[config.mk]
export PLATFORM = sky130hd
export DESIGN_NAME = board_row_fetch
export DESIGN_NICKNAME = d
export VERILOG_FILES = /design/src/rtl/board_row_fetch.sv
export SDC_FILE = /design/constraint.sdc
export NUM_CORES = 1
export LEC_CHECK = 0
export CAP_MARGIN = 40
export CORE_MARGIN = 2
export CORE_UTILIZATION = 54
export DETAILED_ROUTE_END_ITERATION = 6
export PLACE_DENSITY = 0.79
export SETUP_SLACK_MARGIN = 0.4
export SLEW_MARGIN = 10
export SYNTH_ARGS = -nofsm -noshare
export SYNTH_HDL_FRONTEND = slang
export SYNTH_SLANG_ARGS = --single-unit
[constraint.sdc]
create_clock -name Clk -period 14.2 [get_ports Clk]
set_input_delay 1.42 -clock Clk [delete_from_list [all_inputs] [get_ports Clk]]
set_output_delay 1.42 -clock Clk [all_outputs]
set_load 0.005 [all_outputs]
[src/rtl/board_row_fetch.sv]
// board_row_fetch
//   Fetches one board row (BOARD_WIDTH cells) from the synchronous board RAM,
//   one cell per cycle, into a shadow buffer. It then commits the whole row to
//   Row in a single cycle, so the colour mapper never sees a half-updated row.
//
// Ports
//   Clk, reset      : system clock (rising edge), async active-high reset
//   LD_Row, rowNum  : single-cycle load request and the row to fetch
//   ram_addr/ram_rd : RAM read address and strobe (data one cycle later)
//   ram_q           : RAM read data
//   Row             : committed row, indexed by column
//   rowReady        : one-cycle pulse after Row has been updated
//   busy            : a fetch is accepted, pending or in flight
module board_row_fetch #(
    parameter int BOARD_WIDTH  = 10,
    parameter int BOARD_HEIGHT = 20,
    parameter int CELL_W       = 16
) (
    input  logic                                Clk,
    input  logic                                reset,
    input  logic                                LD_Row,
    input  logic [7:0]                          rowNum,
    output logic [7:0]                          ram_addr,
    output logic                                ram_rd,
    input  logic [CELL_W-1:0]                   ram_q,
    output logic [BOARD_WIDTH-1:0][CELL_W-1:0]  Row,
    output logic                                rowReady,
    output logic                                busy
);
    localparam int COL_W = $clog2(BOARD_WIDTH);

    localparam logic [1:0] IDLE   = 2'd0;
    localparam logic [1:0] READ   = 2'd1;
    localparam logic [1:0] DRAIN  = 2'd2;
    localparam logic [1:0] COMMIT = 2'd3;

    logic [1:0]                         state_q, state_d;
    logic [COL_W-1:0]                   col_q, col_d;
    logic [7:0]                         req_row_q, req_row_d;
    logic                               pend_valid_q, pend_valid_d;
    logic [7:0]                         pend_row_q, pend_row_d;
    logic                               cap_valid_q, cap_valid_d;
    logic [COL_W-1:0]                   cap_col_q, cap_col_d;
    logic                               cap_zero_q, cap_zero_d;
    logic [BOARD_WIDTH-1:0][CELL_W-1:0] shadow_q, shadow_d;
    logic [BOARD_WIDTH-1:0][CELL_W-1:0] row_q, row_d;
    logic                               row_ready_q, row_ready_d;

    logic       req_oob;
    logic [7:0] base;

    // row*10 as (row*8 + row*2); max address 199 fits in 8 bits.
    assign req_oob = (req_row_q >= 8'(BOARD_HEIGHT));
    assign base    = (req_row_q << 3) + (req_row_q << 1);

    always_comb begin
        state_d      = state_q;
        col_d        = col_q;
        req_row_d    = req_row_q;
        pend_valid_d = pend_valid_q;
        pend_row_d   = pend_row_q;
        row_d        = row_q;
        shadow_d     = shadow_q;

        // Requests outside IDLE (including the COMMIT cycle) park here;
        // a newer one simply overwrites the older.
        if (LD_Row && state_q != IDLE) begin
            pend_valid_d = 1'b1;
            pend_row_d   = rowNum;
        end

        case (state_q)
            IDLE: begin
                col_d = '0;
                if (LD_Row) begin
                    req_row_d    = rowNum;
                    pend_valid_d = 1'b0;
                    state_d      = READ;
                end else if (pend_valid_q) begin
                    req_row_d    = pend_row_q;
                    pend_valid_d = 1'b0;
                    state_d      = READ;
                end
            end
            READ: begin
                col_d = col_q + 1'b1;
                if (col_q == COL_W'(BOARD_WIDTH - 1))
                    state_d = DRAIN;
            end
            DRAIN:  state_d = COMMIT;
            COMMIT: begin
                row_d   = shadow_q;
                state_d = IDLE;
            end
            default: state_d = IDLE;
        endcase

        // Capture pipeline: the word for a read issued this cycle arrives next
        // cycle and is written on the edge after that. Out-of-range rows
        // issue no reads and fill the shadow with black instead.
        cap_valid_d = (state_q == READ);
        cap_col_d   = col_q;
        cap_zero_d  = req_oob;
        if (cap_valid_q)
            shadow_d[cap_col_q] = cap_zero_q ? '0 : ram_q;

        row_ready_d = (state_q == COMMIT);
    end

    always_comb begin
        ram_rd   = 1'b0;
        ram_addr = '0;
        if (state_q == READ && !req_oob) begin
            ram_rd   = 1'b1;
            ram_addr = base + 8'(col_q);
        end
    end

    assign Row      = row_q;
    assign rowReady = row_ready_q;
    assign busy     = (state_q != IDLE) || pend_valid_q;

    always_ff @(posedge Clk or posedge reset) begin
        if (reset) begin
            state_q      <= IDLE;
            col_q        <= '0;
            req_row_q    <= '0;
            pend_valid_q <= 1'b0;
            pend_row_q   <= '0;
            cap_valid_q  <= 1'b0;
            cap_col_q    <= '0;
            cap_zero_q   <= 1'b0;
            shadow_q     <= '0;
            row_q        <= '0;
            row_ready_q  <= 1'b0;
        end else begin
            state_q      <= state_d;
            col_q        <= col_d;
            req_row_q    <= req_row_d;
            pend_valid_q <= pend_valid_d;
            pend_row_q   <= pend_row_d;
            cap_valid_q  <= cap_valid_d;
            cap_col_q    <= cap_col_d;
            cap_zero_q   <= cap_zero_d;
            shadow_q     <= shadow_d;
            row_q        <= row_d;
            row_ready_q  <= row_ready_d;
        end
    end
endmodule

# Word level (Yosys, flattened, before mapping)
# Index checks and enable logic that the tools add are counted.
# word_totals
out_inout_bits	171
reg_bits	350
# classes
magnitude_cmp	3
eq_ne	6
add_sub_neg	3
mux	17
reduce_logical	11
# ops
cell	count
bitwise mux 160 bit	1
demux 16 bit (select 4 bit)	1
two-way mux 16 bit	2
two-way mux 8 bit	3
adder 8 x 4 -> 8 bit	1
adder 8 bit	1
>= comparator 8 x 5 -> 1 bit (second input constant)	1
case mux 2 bit (4 select lines)	1
case mux 4 bit (2 select lines)	1
two-way mux 2 bit	3
nonzero test 2 bit	3
< comparator 4 x 5 -> 1 bit (second input constant)	1
two-way mux 1 bit	5
adder 4 x 1 -> 4 bit (second input constant)	1
== test 2 bit (second input constant)	2
== test 4 bit (second input constant)	1
>= comparator 4 x 1 -> 1 bit (second input constant)	1
AND reduction 2 bit	2
logical AND 1 bit	3
!= test 3 bit (second input constant)	1
== test 2 x 1 -> 1 bit (second input constant)	1
logical NOT 2 bit	1
!= test 2 x 1 -> 1 bit (second input constant)	1
logical NOT 1 bit	1
logical OR 1 bit	1

# Logic depth before layout (Yosys ltp)
# logic_depth
word_depth	6
ltp_mapped	8
depth_no_buf	8

# Least setup slack after synthesis
# Ideal clock, no wire load.
# synth_path
path_type	reg-to-output
from	register col_q[3] (netlist: cap_col_d[3])
to	output ram_addr[6]
arrival_ps	1880
path_slack_ps	10900
n_path_buf	0
stages_incl_launch_ff	8
cell_sequence	dfrtp_1 > inv_1 > fa_1 > fa_1 > nor2b_1 > o21ai_0 > nor3b_1 > nor3_1
# synth_between
elab_chain_cells	2
# synth_lines
element	line	text
start, declared	38	logic [COL_W-1:0] col_q, col_d;
start signal, assigned	138	col_q <= col_d;
adder 8 x 4 -> 8 bit	115	ram_addr = base + 8'(col_q);
two-way mux 8 bit	113	if (state_q == READ && !req_oob) begin
end, declared	23	output logic [7:0] ram_addr,
# Every way passes these cells.

# Worst setup path in the final report
# Same ends and word-level chain as after synthesis.

==> flow_metrics.py <==
metrics = {
    "outcome": {
        "status": "finished clean",
    },
    "flow_run": {
        "maxCapViolations": 0,
    },
    "cts": {
        "cts_made_buffers": 37,
        "cts_tree": "built",
        "cts_setup_buffers": 0,
        "cts_resized": 0,
        "clock_latency_ps": 520,
        "clock_sinks": 350,
        "htree_num_levels": 2,
        "cts-root-buf": "clkbuf_16",
        "clk_pin_slew_ps": 50,
        "postCtsHoldBufs": 0,
        "cts.path.max_buffers": 3,
    },
    "die": {
        "die_h_microns": 162,
        "die_x_microns": 162,
        "dieArea_sq_um": 26300,
        "pin_count": 198,
        "core_area_sq_um": 24500,
        "num_rows": 57,
        "initial_utilization": 0.553,
    },
    "power": {
        "power_w": 0.00391,
        "switching_share": 0.298,
        "seqPwrFrac": 0.428,
        "intPower_w": 0.00275,
        "netSwitchingPower_w": 0.00116,
        "powerDensity_nw_per_um2": 228,
        "pwr-share-comb": 0.321,
        "pwr-share-clk": 0.251,
        "ir_drop_mv": 0.121,
        "leakage_nw": 7.94,
    },
    "sta": {
        "whs_ps": 462,
        "fmax_ghz": 0.223,
        "finalCriticalPeriod_ps": 4480,
        "period_share": 0.316,
        "fin_setup_tns_ps": 0,
        "fin_skew_ps": 21.9,
        "hold_viol": 0,
        "report.final.slew_viol_count": 0,
        "rsz0062_at_grt": "false",
        "max_slew_margin": 0.423,
        "setup_viol": 0,
        "worst_pin_slew_ps": 865,
        "setup_ws_ps": 9720,
    },
    "route": {
        "routed_wl_mm": 31.3,
        "drc": 0,
        "wire_per_inst_microns": 19.9,
        "drtAntennaViolNets": 0,
        "drt_iter0_drc": 596,
        "vias_per_cell": 5.44,
        "drtPass1Iterations": 5,
        "vias": 8538,
    },
    "place": {
        "hpwl_mm": 20.4,
        "place_ws_ps": 10230,
        "place.gp.congestion": 0.811,
        "io_buffers": 197,
    },
    "setup_path": {
        "r2r_end": "Row[43]",
        "cp.arrival_ps": 3060,
        "r2r-start": "state_q[0]",
        "worstPathCellList": "inv_1, fa_1, fa_1, nor2b_1, o21ai_0, nor3b_1, nor3_1, clkdlybuf4s50_1",
        "worst_r2r_path_depth": 4,
        "crit_slowest_cell": "clkdlybuf4s50_1",
        "worst-path-buf-inv": 2,
        "start_kind": "flip-flop",
        "crit_path_end_kind": "output pin",
        "r2r_slack_ps": 11010,
        "cp_max_fo": 4,
        "setup.worst_path.class": "reg2out",
        "crit_family": "adder cells",
        "cpPeakStageDelay_ps": 530,
        "cp.required_ps": 12780,
        "critPathMostFrequentCell": "fa_1",
    },
    "yosys": {
        "synth_warnings": 0,
        "synth_seq_cells": 350,
        "yosysUniqueCellTypes": 41,
        "yosysSeqAreaShare": 0.647,
        "avgSynthCellArea_sq_um": 13.3,
        "syn_area_sq_um": 13500,
        "synth_cells": 1021,
        "synth_fp_nets": 1066,
    },
    "final_layout": {
        "drive_gt1_frac": 0.229,
        "syn_to_final_growth_pct": 26.9,
        "ff_latch_area_sq_um": 8760,
        "fillCellCount": 1688,
        "final_nets": 1264,
        "multi_input_comb_area_sq_um": 4480,
        "diodes": 0,
    },
    "global_route": {
        "grt_max_degree": 105,
        "grt_pass1_wl_mm": 49.2,
        "grt_pass1_vias": 8866,
        "grt_usage": 0.242,
        "antenna_found_initial": 0,
        "grt_overflow": 0,
    },
    "worst_hold_path": {
        "worstHoldStart": "cap_col_d[3]",
        "worstHoldPathCells": 0,
        "hp-class": "reg2reg",
        "min_to": "cap_col_q[3]",
    },
}
registers in the layout, summed over array words and instances (netlist names):
register / cells
shadow_q: 160
cap_zero_q: 1
rowReady: 1
cap_col_q: 4
req_row_q: 8
cap_valid_q: 1
Row: 160
cap_col_d: 4
pend_row_q: 8
pend_valid_q: 1
state_q: 2
power by group through the flow:
stage | Sequential, W | Combinational, W | Clock (W)
6_report | 0.00167 | 0.00126 | 0.000982
2_1_floorplan | 0.00161 | 0.000683 | 0
3_5_place_dp | 0.00168 | 0.00126 | 0
4_1_cts | 0.00167 | 0.00127 | 0.000997
3_3_place_gp | 0.00166 | 0.00121 | 0
5_1_grt | 0.00172 | 0.00137 | 0.00104
routing by layer:
layer  wire, microns  up-vias  part of all wire  global-route usage
met5               0        -                 0                   0
met4             921        0             0.029              0.0869
met3            1580       46             0.050              0.0426
met2           15200      245              0.49               0.394
met1           13600     4359              0.43               0.333
li1                -     3888                 -                   -
kinds of logic (layout without fill, tap and decap cells):
logic type,after synthesis,after routing,share of synthesized area
buffers and inverters,68,292,0.0225
muxes,201,201,0.170
DFF,350,350,0.647
adders and majority gates,18,18,0.0178
AOI/OAI and AO/OA,150,150,0.0589
and+or+nand+nor,229,229,0.0804
xor gates and xnor gates,5,5,0.00324
cells in the final DEF, fill, tap and decap left out, types with 5 or more instances in the layout:
cell type,instances
dfrtp_1,350
clkdlybuf4s50_1,197
mux2_2,189
nand2_1,150
o21ai_0,132
clkbuf_16,39
nand2b_1,22
nor2b_1,19
ha_1,15
inv_1,12
mux2_4,10
nand3b_1,10
clkinv_2,10
a22o_1,8
clkbuf_8,8
nor2_1,7
buf_4,7
buf_8,5
worst reg2reg max path, delay by kind of cell (launching register included):
kind | cells | cell delay, ps
fa+ha+maj | 1 | 610
buf+inv | 2 | 1570
flops | 1 | 440
mux | 1 | 450
cell usage after synthesis, drive strengths merged:
| library cell | number | area share |
|---|---|---|
| dfrtp | 350 | 0.65 |
| nor2 | 7 | 0.0019 |
| nand4 | 3 | 0.0014 |
| a22oi | 1 | 0.00055 |
| mux2i | 1 | 0.00074 |
| nor2b | 19 | 0.0088 |
| a21boi | 1 | 0.00055 |
| nand3 | 3 | 0.0011 |
| xor2 | 3 | 0.0019 |
| buf | 17 | 0.0083 |
| a211oi | 1 | 0.00055 |
| and4 | 1 | 0.00065 |
| o21ai | 133 | 0.049 |
| nand3b | 11 | 0.0070 |
| nor3 | 4 | 0.0015 |
| clkbuf | 38 | 0.011 |
| a21oi | 2 | 0.00074 |
| and4b | 1 | 0.00083 |
| mux2 | 200 | 0.17 |
| a21o | 1 | 0.00055 |
| a31oi | 1 | 0.00046 |
| nor3b | 3 | 0.0029 |
| o31ai | 2 | 0.0011 |
| nand4b | 1 | 0.00065 |
| a22o | 8 | 0.0052 |
| inv | 13 | 0.0036 |
| nand2b | 22 | 0.010 |
| ha | 16 | 0.015 |
| xnor2 | 2 | 0.0013 |
| nand2 | 150 | 0.042 |
| and2b | 1 | 0.00055 |
| and2 | 3 | 0.0014 |
| fa | 2 | 0.0030 |
metrics by stage:
step | std cells | area (sq um) | utilization
after CTS | 1569 | 17200 | 0.702
after global placement | 1494 | 15700 | 0.643
after global routing | 1569 | 17200 | 0.702
after floorplan | 1021 | 13500 | -
after detailed placement | 1504 | 15900 | 0.650
final | 1569 | 17200 | 0.702
layout make-up:
cell class / count / area share
clock buffer: 49 / 0.0637
clock inverter: 16 / 0.0101
inverter: 13 / 0.00328
multi-input combinational: 603 / 0.261
sequential: 350 / 0.510
tap: 324 / 0.0236
timing repair buffer: 214 / 0.128
how the worst max path moves through the flow:
stage	cells past startpoint	slack [ps]	to	start
floorplan	1	3070	Row[0]	reset
global placement	8	10330	ram_addr[6]	cap_col_d[3]
detailed placement	8	10230	ram_addr[6]	cap_col_d[3]
CTS	8	9690	ram_addr[6]	cap_col_d[3]
global route	8	9550	ram_addr[6]	cap_col_d[3]
finish	8	9720	ram_addr[6]	cap_col_d[3]
(Power assumes the default switching activity.)
